## config.mk

```make
export PLATFORM = sky130hd
export DESIGN_NAME = sync_fifo
export DESIGN_NICKNAME = d
export VERILOG_FILES = /design/src/rtl/sync_fifo_pkg.sv /design/src/rtl/sync_fifo_mem.sv /design/src/rtl/sync_fifo.sv
export SDC_FILE = /design/constraint.sdc
export NUM_CORES = 1
export LEC_CHECK = 0
export BUFFER_PORTS_ARGS = -buffer_cell sky130_fd_sc_hd__buf_2
export CAP_MARGIN = 0
export CORE_MARGIN = 10
export CORE_UTILIZATION = 50
export CTS_CLUSTER_DIAMETER = 200
export DETAILED_ROUTE_END_ITERATION = 16
export GPL_ROUTABILITY_DRIVEN = 0
export PLACE_DENSITY_LB_ADDON = 0.15
export SETUP_SLACK_MARGIN = 0.4
export SLEW_MARGIN = 20
export SYNTH_ARGS = -nofsm -noshare
export SYNTH_HDL_FRONTEND = slang
export SYNTH_SLANG_ARGS = --single-unit
export TNS_END_PERCENT = 50
```

## constraint.sdc

```tcl
create_clock -name clk_i -period 3.71 [get_ports clk_i]
set_clock_uncertainty 0.2 [all_clocks]
set_input_delay 0.742 -clock clk_i [delete_from_list [all_inputs] [get_ports clk_i]]
set_output_delay 0.742 -clock clk_i [all_outputs]
set_load 0.02 [all_outputs]
```

## src/rtl/sync_fifo_pkg.sv

```systemverilog
// Shared constants and helpers for the synchronous FIFO slice.
package sync_fifo_pkg;

   localparam int DefaultWidth = 32;
   localparam int DefaultDepth = 16;

   function automatic int addr_w(input int depth);
      return $clog2(depth);
   endfunction

endpackage

```

## src/rtl/sync_fifo_mem.sv

```systemverilog
// Simple dual-port RAM with a synchronous write port and a registered read port.
module sync_fifo_mem
   import sync_fifo_pkg::*;
#(
   parameter int WIDTH = DefaultWidth,
   parameter int DEPTH = DefaultDepth,
   parameter int AW    = addr_w(DEPTH)
) (
   input  logic             clk_i,
   input  logic             rst_i,
   input  logic             we_i,
   input  logic [AW-1:0]    waddr_i,
   input  logic [WIDTH-1:0] wdata_i,
   input  logic             re_i,
   input  logic [AW-1:0]    raddr_i,
   output logic [WIDTH-1:0] dout_o
);

   logic [WIDTH-1:0] mem_q [DEPTH];
   logic [WIDTH-1:0] dout_q;

   // Storage carries no reset so it can map onto a plain RAM macro.
   always_ff @(posedge clk_i) begin
      if (we_i) begin
         mem_q[waddr_i] <= wdata_i;
      end
   end

   always_ff @(posedge clk_i) begin
      if (rst_i) begin
         dout_q <= '0;
      end else if (re_i) begin
         dout_q <= mem_q[raddr_i];
      end
   end

   assign dout_o = dout_q;

endmodule

```

## src/rtl/sync_fifo.sv

```systemverilog
// Single-clock FIFO: pointers, occupancy count, acceptance and flag logic around a dual-port RAM.
module sync_fifo
   import sync_fifo_pkg::*;
#(
   parameter int WIDTH = DefaultWidth,
   parameter int DEPTH = DefaultDepth
) (
   input  logic             clk_i,
   input  logic             rst_i,
   input  logic             wr_en,
   input  logic             rd_en,
   input  logic [WIDTH-1:0] data_i,
   output logic [WIDTH-1:0] data_o,
   output logic             full_o,
   output logic             empty_o
);

   localparam int AW = addr_w(DEPTH);
   localparam int CW = AW + 1;
   localparam logic [CW-1:0] FullCount = CW'(DEPTH);

   logic [AW-1:0] wrPtr_q, wrPtr_d;
   logic [AW-1:0] rdPtr_q, rdPtr_d;
   logic [CW-1:0] count_q, count_d;
   logic          rdOk, wrOk;

   assign empty_o = (count_q == '0);
   assign full_o  = (count_q == FullCount);

   // A full FIFO still takes a write when a read frees a slot in the same cycle.
   assign rdOk = rd_en & ~empty_o;
   assign wrOk = wr_en & (~full_o | rdOk);

   always_comb begin
      wrPtr_d = wrPtr_q;
      rdPtr_d = rdPtr_q;
      count_d = count_q;
      if (wrOk) begin
         wrPtr_d = wrPtr_q + 1'b1;
      end
      if (rdOk) begin
         rdPtr_d = rdPtr_q + 1'b1;
      end
      case ({wrOk, rdOk})
         2'b10:   count_d = count_q + 1'b1;
         2'b01:   count_d = count_q - 1'b1;
         default: count_d = count_q;
      endcase
   end

   always_ff @(posedge clk_i) begin
      if (rst_i) begin
         wrPtr_q <= '0;
         rdPtr_q <= '0;
         count_q <= '0;
      end else begin
         wrPtr_q <= wrPtr_d;
         rdPtr_q <= rdPtr_d;
         count_q <= count_d;
      end
   end

   // Reset wins over any request, so the RAM ports are masked while it is high.
   sync_fifo_mem #(
      .WIDTH (WIDTH),
      .DEPTH (DEPTH),
      .AW    (AW)
   ) u_mem (
      .clk_i   (clk_i),
      .rst_i   (rst_i),
      .we_i    (wrOk & ~rst_i),
      .waddr_i (wrPtr_q),
      .wdata_i (data_i),
      .re_i    (rdOk & ~rst_i),
      .raddr_i (rdPtr_q),
      .dout_o  (data_o)
   );

endmodule

```

==> impl_metrics.yaml <==
yosys:
  synth-main-ff-cell: "edfxtp_1"
  synth_area_mm2: 0.0213
  ys_types: 40
  synth_seq_cells: 557
  synth_cells: 966
  yosysWarnings: 0
  ys_async_sr_fraction_pct: 0
  synth_nets: 1011
  synth_area_per_cell_um2: 22.0
  synth_edf_count: 512
  ys_seq_area_share_pct: 76.5
pwr:
  power_leakage_nw: 7.69
  ir_drop_uv: 336
  power_density_mw_per_mm2: 602
timing:
  setup_tns_ns: 0
  slew_headroom_pct: 24.3
  grt_setup_unrepaired: "false"
  hold_viol_final: 0
  finalCritPeriodShare_pct: 82.6
  setup_viol: 0
  drv_slew: 0
  max_freq_mhz: 326
  fin_crit_ns: 3.07
  tightest_slew_ns: 1.14
cells_and_area:
  layout_common_cells: "512 x edfxtp_1, 128 x mux4_2, 69 x buf_2"
  fin_util_pct: 58.0
  multi_input_area_mm2: 0.00482
  final_layout_size_suffix_gt1_share_pct: 32.6
  fin_nets: 1119
  final_area_mm2: 0.0244
  syn_to_final_growth_pct: 14.6
  final_common_cell: "edfxtp_1"
  seqCellArea_mm2: 0.0163
  fill_cells: 3108
  n_antenna_cell: 0
cts:
  post_cts_buffers: 0
  ctsResizeCount: 0
  cts_buffer_depth: 3
  numCtsBuffers: 55
  cts_hold_repair.buffers: 0
  htreeDepth: 2
  clock_latency_ns: 0.61
  clk_pin_slew_ns: 0.06
  cts-root-buf: "clkbuf_16"
  cts_sinks: 557
  cts_tree: "yes"
setup_path:
  startpoint: "count_q[0]$_SDFFE_PP0P_"
  end_kind: "primary output"
  timing_worst_setup_path_type: "flop to primary output"
  critPathMaxFanout: 10
  cp.required_ns: 2.77
  critPathLaunchType: "flop"
  worst_ep_arrival_time_ns: 2.12
  r2r_start: "count_q[4]$_SDFFE_PP0P_"
floorplan:
  die_height_um: 226
  initial_core_util_pct: 50.6
  rows: 75
  dieWidth_um: 226
  die_area_mm2: 0.0512
  io_pins: 70
  core_area_mm2: 0.0420
detailed_routing:
  drc: 0
  avgViaCountPerCell: 5.84
  wl_mm: 42.6
  ant_nets: 0
  num_vias: 9688
  drt_iter0_markers: 741
  wire_per_inst_um: 25.7
  drtPass1Iterations: 4
place:
  place_hpwl_mm: 24.1
  port_buffers: 69
  placed_area_mm2: 0.0226
flow_run:
  drv_cap: 0
global_route:
  grt_overflow_total: 0
  grt_antenna_before_repair: 0
  grt_use_total_pct: 17.0
  grt_pass1_wl_mm: 64.7
  grt_pass1_vias: 10100
  grt_max_degree: 54
outcome:
  run_status: "finished, final reports clean"
worst_hold_path:
  min_from: "rst_i"
  hp-class: "input port to flop"
registers in the layout, summed over array words and instances, names as in the netlist:
register,flops
u_mem.mem_q,512
rdPtr_q,4
u_mem.dout_o,32
count_q,5
wrPtr_q,4
Yosys cell counts (all sizes together), types with 2 or more instances:
master	instances	area share (%)
ha	8	0.47
buf	31	1.1
a21oi	3	0.071
xor2	5	0.21
dfxtp	45	4.2
nand2b	6	0.18
nor2	66	1.2
o211ai	3	0.17
inv	6	0.11
mux4	128	14
mux2	37	2.0
clkbuf	20	0.35
nor2b	2	0.059
mux2i	37	1.7
a221o	32	1.5
a31oi	2	0.059
nand2	6	0.11
edfxtp	512	72
final timing paths:
| check | depth (start not counted) | slack, ns | to |
|---|---|---|---|
| worst max-delay path | 3 | 0.64 | empty_o |
| worst min-delay path | 2 | 0.24 | rdPtr_q[3]$_SDFFE_PP0N_ |
| worst max register to register | 8 | 0.67 | count_q[4]$_SDFFE_PP0P_ |
| worst min register to register | 1 | 0.29 | u_mem.dout_o[2]$_SDFFE_PP0P_ |
layer usage:
metal,track usage (%),routed length (µm),up-vias
li1,-,-,4252
met1,23.2,18900,5189
met2,27.9,21300,195
met3,3.27,1740,52
met4,4.13,712,0
met5,0,0,-
cell type report:
cell class                      count  area share, %
Sequential cell                   557           66.8
Multi-Input combinational cell    352           19.7
Clock buffer                       83           6.32
Timing Repair Buffer              102           3.46
Tap cell                          539           2.76
Clock inverter                     20          0.841
Inverter                            6         0.0923
worst max-delay path: stages (launching register included):
cell and delay, ns:
dfxtp_1 0.35, or4_1 0.80, nor2_1 0.18, buf_2 0.18
cells by family (layout without fill, tap and decap cells):
| group | Yosys count | after routing | synth area share [%] |
|---|---|---|---|
| adders and majority gates | 9 | 9 | 0.564 |
| and+or+nand+nor | 89 | 89 | 1.82 |
| muxes | 202 | 202 | 17.2 |
| xor gates and xnor gates | 6 | 6 | 0.247 |
| DFF | 557 | 557 | 76.5 |
| AOI/OAI and AO/OA | 46 | 46 | 2.16 |
| buffers and inverters | 57 | 211 | 1.52 |
metrics by stage:
step | worst slack (ns) | hold slack, ns | cells | power [mW]
global placement | 0.397 | 0.275 | 1556 | 9.48
global route | 0.445 | 0.230 | 1659 | 15.3
CTS | 0.606 | 0.202 | 1659 | 14.9
detailed placement | 0.356 | 0.270 | 1556 | 9.50
finish | 0.644 | 0.244 | 1659 | 14.7
floorplan | 0.143 | 0.277 | 966 | 8.86
where the power goes:
part	internal, mW	leakage [nW]	total (mW)	switching, mW
logic	0.932	1.86	2.04	1.11
clock network	3.09	0.854	5.37	2.28
registers	7.07	4.98	7.29	0.210
(Power assumes the default switching activity.)
